File: config.mk
export PLATFORM = sky130hd
export DESIGN_NAME = mem_dump_streamer
export DESIGN_NICKNAME = d
export VERILOG_FILES = /design/src/rtl/mem_dump_streamer.sv
export SDC_FILE = /design/constraint.sdc
export NUM_CORES = 1
export LEC_CHECK = 0
export ABC_AREA = 1
export CORE_MARGIN = 10
export CORE_UTILIZATION = 30
export CTS_CLUSTER_SIZE = 25
export DETAILED_ROUTE_END_ITERATION = 8
export HOLD_SLACK_MARGIN = 0.02
export PLACE_DENSITY = 0.62
export SLEW_MARGIN = 20
export SYNTH_ARGS = -nofsm -noshare
export SYNTH_HDL_FRONTEND = slang
export SYNTH_SLANG_ARGS = --single-unit
File: constraint.sdc
create_clock -name clk -period 3.8 [get_ports clk]
set_clock_uncertainty 0.1 [all_clocks]
set_input_delay 0.76 -clock clk [delete_from_list [all_inputs] [get_ports clk]]
set_output_delay 0.76 -clock clk [all_outputs]
set_load 0.1 [all_outputs]
File: src/rtl/mem_dump_streamer.sv
// Purpose: after a HALT instruction, drain the pipeline then stream every (optionally nonzero) data-memory word with its address.
// Latency: DRAIN_CYCLES after HALT to first read; 2 cycles per skipped word, 3 cycles per emitted word plus stalls.
// Backpressure: EMIT holds dump_addr/dump_data/dump_valid until dump_ready; no memory read is issued while stalled.
module mem_dump_streamer #(
   parameter int ADDR_W       = 16,
   parameter int DATA_W       = 16,
   parameter int DRAIN_CYCLES = 10,
   parameter bit SKIP_ZERO    = 1'b1
) (
   input  logic              clk,
   input  logic              reset,
   input  logic [15:0]       instr,
   output logic              mem_rd_en,
   output logic [ADDR_W-1:0] mem_addr,
   input  logic [DATA_W-1:0] mem_rdata,
   output logic              dump_valid,
   input  logic              dump_ready,
   output logic [ADDR_W-1:0] dump_addr,
   output logic [DATA_W-1:0] dump_data,
   output logic              halted,
   output logic              busy,
   output logic              done
);

   // Drain counter counts down from DRAIN_CYCLES-1 so DRAIN lasts exactly DRAIN_CYCLES cycles.
   localparam int DRAIN_W = (DRAIN_CYCLES > 1) ? $clog2(DRAIN_CYCLES) : 1;
   localparam logic [DRAIN_W-1:0] DRAIN_LOAD =
      (DRAIN_CYCLES > 0) ? DRAIN_W'(DRAIN_CYCLES - 1) : '0;
   localparam logic [ADDR_W-1:0] ADDR_MAX = '1;

   typedef enum logic [2:0] {
      IDLE,
      DRAIN,
      READ,
      CHECK,
      EMIT,
      DONE
   } state_t;

   state_t              state;
   logic [ADDR_W-1:0]   addr_cnt;
   logic [DRAIN_W-1:0]  drain_cnt;
   logic                is_halt;

   assign is_halt  = (instr == 16'hE000) || (instr == 16'hE7FF);
   assign mem_addr = addr_cnt;

   // Scan controller: every output is registered alongside the state transition that implies it.
   always_ff @(posedge clk) begin
      if (reset) begin
         state      <= IDLE;
         addr_cnt   <= '0;
         drain_cnt  <= '0;
         mem_rd_en  <= 1'b0;
         dump_valid <= 1'b0;
         dump_addr  <= '0;
         dump_data  <= '0;
         halted     <= 1'b0;
         busy       <= 1'b0;
         done       <= 1'b0;
      end else begin
         case (state)
            IDLE: begin
               if (is_halt) begin
                  halted    <= 1'b1;
                  busy      <= 1'b1;
                  drain_cnt <= DRAIN_LOAD;
                  if (DRAIN_CYCLES == 0) begin
                     state     <= READ;
                     mem_rd_en <= 1'b1;
                  end else begin
                     state <= DRAIN;
                  end
               end
            end
            DRAIN: begin
               if (drain_cnt == '0) begin
                  state     <= READ;
                  mem_rd_en <= 1'b1;
               end else begin
                  drain_cnt <= drain_cnt - 1'b1;
               end
            end
            READ: begin
               // Read strobe is a single cycle; data returns while in CHECK.
               mem_rd_en <= 1'b0;
               state     <= CHECK;
            end
            CHECK: begin
               if ((mem_rdata != '0) || !SKIP_ZERO) begin
                  dump_data  <= mem_rdata;
                  dump_addr  <= addr_cnt;
                  dump_valid <= 1'b1;
                  state      <= EMIT;
               end else if (addr_cnt == ADDR_MAX) begin
                  state <= DONE;
                  done  <= 1'b1;
                  busy  <= 1'b0;
               end else begin
                  addr_cnt  <= addr_cnt + 1'b1;
                  mem_rd_en <= 1'b1;
                  state     <= READ;
               end
            end
            EMIT: begin
               if (dump_ready) begin
                  dump_valid <= 1'b0;
                  if (addr_cnt == ADDR_MAX) begin
                     state <= DONE;
                     done  <= 1'b1;
                     busy  <= 1'b0;
                  end else begin
                     addr_cnt  <= addr_cnt + 1'b1;
                     mem_rd_en <= 1'b1;
                     state     <= READ;
                  end
               end
            end
            DONE: begin
               // Terminal: the counter never wraps and the memory is never rescanned.
            end
            default: begin
               state <= IDLE;
            end
         endcase
      end
   end

endmodule

**Yosys cells after proc, flatten, opt, wreduce, memory -nomap -nowiden**

Index checks and enable logic that the tools add are counted.

- Add/sub/neg operators: 2
- $mul: 0
- Divide/modulo/power cells: 0
- Magnitude comparators: 0
- Eq/ne operators: 14
- Shifts and indexed selects: 0
- Multiplexer cells: 30
- Bitwise operators: 1
- Reduce and logical (&&, ||, !) cells: 16

Operators with widths:

| operator | count |
|---|---|
| 16-bit equality test, second input constant | 3 |
| 16-bit two-way mux | 3 |
| 16-bit one-hot mux with 2 select lines | 1 |
| 3-bit one-hot mux with 6 select lines | 1 |
| 16-bit by 1-bit adder with 16-bit output, second input constant | 1 |
| 16-bit nonzero test | 1 |
| 3-bit two-way mux | 5 |
| 1-bit two-way mux | 13 |
| 2-bit != test, second input constant | 6 |
| 4-bit AND reduction | 3 |
| 3-bit AND reduction | 3 |
| 4-bit two-way mux | 2 |
| 4-bit one-hot mux with 2 select lines | 1 |
| 3-bit by 2-bit equality test with 1-bit output, second input constant | 2 |
| 3-bit equality test, second input constant | 2 |
| 4-bit logical NOT | 1 |
| 1-bit one-hot mux with 2 select lines | 2 |
| 1-bit one-hot mux with 4 select lines | 1 |
| 2-bit AND reduction | 2 |
| 2-bit nonzero test | 2 |
| 4-bit nonzero test | 1 |
| 4-bit by 1-bit subtractor with 4-bit output, second input constant | 1 |
| 3-bit by 1-bit equality test with 1-bit output, second input constant | 1 |
| 3-bit logical NOT | 1 |
| 4 further kinds | 4 |

- Register bits: 60
- Bits in latches: 0
- RAM bits: 0
- Bits in read-only memories: 0
- Output and inout bits: 53
- Logic and storage cells: 73
- Memories kept: 0

**Longest topological paths before layout**

- Word-level depth: 4
- Gate-level depth with buffers: 11
- Gate-level depth less buffers: 10

**Worst setup path before layout**

No wires, ideal clock.

- Path kind: flip-flop to flip-flop
- Start point: register addr_cnt[0] (netlist: mem_addr[0])
- End point: register addr_cnt[5] (netlist: mem_addr[5])
- Library setup time: 135 ps
- Arrival time: 2,257 ps
- Path slack: 1,309 ps
- Cell stages (with the launch flop): 12
- Buffers on the path: 1
- Cell sequence: dfxtp_1 > ha_1 > nand3_2 > nor2_4 > nand2_2 > nor2_2 > nand2_2 > nand3_4 > inv_4 > buf_6 > nand2_2 > a21oi_2

- Cells in the longest elaborated chain, start to end: 4
- Elaborated cells between the ends (all ways): 6
- Those cells by class: add/sub (1); eq/ne (1); mux (4)

RTL lines:

| what | line | RTL |
|---|---|---|
| start: declaration | 41 | `logic [ADDR_W-1:0] addr_cnt;` |
| start signal: assignment | 100 | `addr_cnt <= addr_cnt + 1'b1;` |
| start signal: assignment | 113 | `addr_cnt <= addr_cnt + 1'b1;` |
| 16-bit by 1-bit adder with 16-bit output or 16-bit equality test (tied branches) | -- |  |
| 16-bit two-way mux * | 95, 108 |  |
| 16-bit two-way mux, on equally long branches | 106, 90 |  |
| 16-bit one-hot mux with 2 select lines * | 62 | `case (state)` |

Every way passes the cells marked *; elsewhere a longest branch is shown, timed or not. The select of a mux whose other input is x is not followed.
A chain may end at the register's enable or synchronous reset.

**Final worst setup path**

- Start point: register addr_cnt[2] (netlist: mem_addr[2])
- End point: output port mem_addr[2]

RTL lines:

| what | line | RTL |
|---|---|---|
| end: declaration | 14 | `output logic [ADDR_W-1:0] mem_addr,` |

No word-level cell between the ends.

==> results.md <==
- Layout cells sized above 1: 10.3%
- Top-Level Pins: between 80 and 90
- P_sw: 919 uW
- Worst Reg-to-Reg Cells: 6
- Dominant cells by area after synthesis: dfxtp_1 42%, nor2_1 10%, nand2_1 10%
- Post-Syn Nets: between 400 and 500
- Vias in the first global route: 2862
- Critical Path Max Stage Delay: 1.21 ns
- Diode count: 0
- Synth Register Bits: 60
- Drc violations: 0
- Worst Max-Slew Pin Slew: 1.02 ns
- Setup Crit Path Kind: reg2out
- Critical Path AT: 2.04 ns
- Worst Setup SP: mem_addr[2]
- Drt wl/cell: around 14 um
- Placed insts: 610
- Die area: 13900 um2
- Placeable Area: 9280 um2
- Largest net degree at the start of global routing: 45
- Setup TNS: 0 ns
- Setup slack, reg-to-reg: 1.63 ns
- WHS Endpoint: mem_rd_en
- Most frequent cells in the layout: 86 x clkdlybuf4s50_1, 79 x nor2_1, 78 x nand2_1, 60 x dfxtp_1, 35 x inv_1
- Drt pass-1 iters: 4
- Area Overhead vs Synth: 40.2%
- Post-CTS Resized: 0
- Via count: 2813
- Gr ovfl total: 0
- Initial Util: a little under a third
- Comb pwr share: 38.3%
- Final setup fails: 0
- Max Slew Vio Count: 0
- Worst Hold Class: reg2reg
- Final cell count without fillers: between 600 and 700
- DP HPWL: 6.42 mm
- Initial antenna violation count: 0
- CTS Hold Bufs: 0
- Sequential power share: 34.9%
- Max_slew headroom: 31.8%
- First-pass GRT wire length: 14.4 mm
- Syn Area/Cell: 7.07 um2
- Clock network power share: a little over a quarter
- Critical path launch point type: flip-flop
- VDD IR max: 228 uV
- Clk_lat worst skew: between 0.3 and 0.4 ns
- Final hold vios: 0
- Top cell type's share of synthesized area: 41.8%
- Yosys cell types: 29
- Total wire length: 8.58 mm
- Final Wtd Congestion: 0.856
- CP required: between 2 and 3 ns
- DRT antenna net count: 0
- Clock tree buffer depth: 2
- Leakage: 1.50 nW
- Max_cap viols: 0
- Outcome: completed
- Slowest cell on crit path: clkdlybuf4s50_1
- Die Span X: 118 um
- Crit path cell chain: clkdlybuf4s50_1
- Cells after Synth: 407
- WP buf/inv: 1
- RSZ-0062 raised after global routing: no
- Global Route Usage Sum: 12.5%
- Synth Warn #: 0
- Mapped cell area: between 2000 and 3000 um2
- Input/output buffers: 87
- Crit share post-route: about three quarters
- # rows: 35
- Cell count along the critical path: 1
- Sequential area share after synthesis: 41.8%
- Net Sw Frac: 43.1%
- RR Startpoint: state[1]
- Cell-internal power: 1.21 mW
- Setup bufs post-CTS: 0
- Worst Hold Launch: mem_rd_en
- Clock Tree Root: clkbuf_8
- Yosys top cell by area: dfxtp_1
- CTS sink count: 60
- CTS tree: built
- CTS buffer count: 9
- Top delay family on crit path: buffers and inverters
- F_max: 344 MHz
- Power density cells: 529 nW/um2
- Hold path depth: 2
- Max FO, Critical Path: 7
- CTS H-tree lvls: 3
- DRT iter0 DRCs: about 200
- Height of the die: 118 um
- Most common cell after layout, fill and taps aside: clkdlybuf4s50_1
- Vias/cell: between 4 and 5
- CP Capture Type: output port
- Final net count: 530
- Tmin final: 2.90 ns
- Worst-path clk slew: roughly 0.06 ns
- R2R Path End: dump_addr[3]
## power by group through the flow
stage,clock (mW),sequential [mW],combinational (mW)
after floorplan,0,1.15,0.234
after global placement,0,0.756,0.814
after detailed placement,0,0.756,0.821
after CTS,0.582,0.743,0.823
after global routing,0.611,0.752,0.868
final,0.570,0.744,0.817
## flip-flops by register name (all words and copies together), names as in the netlist
register	cells
mem_addr	16
halted	1
dump_addr	16
state	3
dump_valid	1
drain_cnt	4
busy	1
done	1
dump_data	16
mem_rd_en	1
## worst min-delay path, delay by kind of cell (launching register included)
family                 cells  cell delay [ns]
DFF                        1             0.31
buffers and inverters      1             0.05
AOI/OAI and AO/OA          1             0.05
## cells in the mapped netlist
| library cell | number |
|---|---|
| nor2_1 | 79 |
| nand2_1 | 78 |
| dfxtp_1 | 60 |
| inv_1 | 35 |
| o21ai_0 | 31 |
| a21oi_1 | 28 |
| nand2_2 | 14 |
| nand3_1 | 13 |
| xor2_1 | 13 |
| a21oi_2 | 10 |
| clkbuf_1 | 7 |
| nor3_1 | 6 |
| nand4_1 | 5 |
| buf_2 | 4 |
| ha_1 | 3 |
| inv_2 | 3 |
| o21ai_1 | 3 |
| buf_6 | 2 |
| nor2_2 | 2 |
| xnor2_1 | 2 |
| a31oi_1 | 1 |
| buf_1 | 1 |
| inv_4 | 1 |
| nand3_2 | 1 |
| nand3_4 | 1 |
| nand3b_1 | 1 |
| nor2_4 | 1 |
| nor3_2 | 1 |
| or2_4 | 1 |
## metrics by stage
stage | power [mW] | setup slack [ns] | util, % | area [um2] | hold slack [ns]
2_1_floorplan | 1.38 | 1.31 | - | 2880 | 0.393
3_3_place_gp | 1.57 | 0.914 | 41.4 | 3840 | 0.335
3_5_place_dp | 1.58 | 0.809 | 41.4 | 3840 | 0.341
4_1_cts | 2.15 | 0.885 | 43.4 | 4030 | 0.351
5_1_grt | 2.23 | 0.853 | 43.4 | 4030 | 0.369
6_report | 2.13 | 0.896 | 43.4 | 4030 | 0.346
## per-layer routing
layer	global-route usage [%]	wire, um
met5	0	0
met2	19.9	3970
met3	3.98	545
met1	14.8	3860
met4	6.03	196
## cell type report
type	instances	area [um2]
Fill cell	968	5250
Multi-Input combinational cell	294	1450
Sequential cell	60	1200
Timing Repair Buffer	88	876
Tap cell	129	161
Inverter	39	149
Clock buffer	11	141
Clock inverter	4	50.0
## worst max path at each step
stage	slack, ns	to
floorplan	1.31	mem_addr[5]
global placement	0.91	dump_addr[14]
detailed placement	0.81	dump_addr[3]
CTS	0.89	mem_addr[2]
global route	0.85	mem_addr[2]
finish	0.90	mem_addr[2]
## cells by family after synthesis
group	count (synthesis)	synth area share, %
xor gates and xnor gates	15	4.57
buffers and inverters	53	7.70
AOI/OAI and AO/OA	73	14.0
adders and majority gates	3	1.31
and+or+nand+nor	203	30.6
DFF	60	41.8
Power figures use the tool's default switching activity.
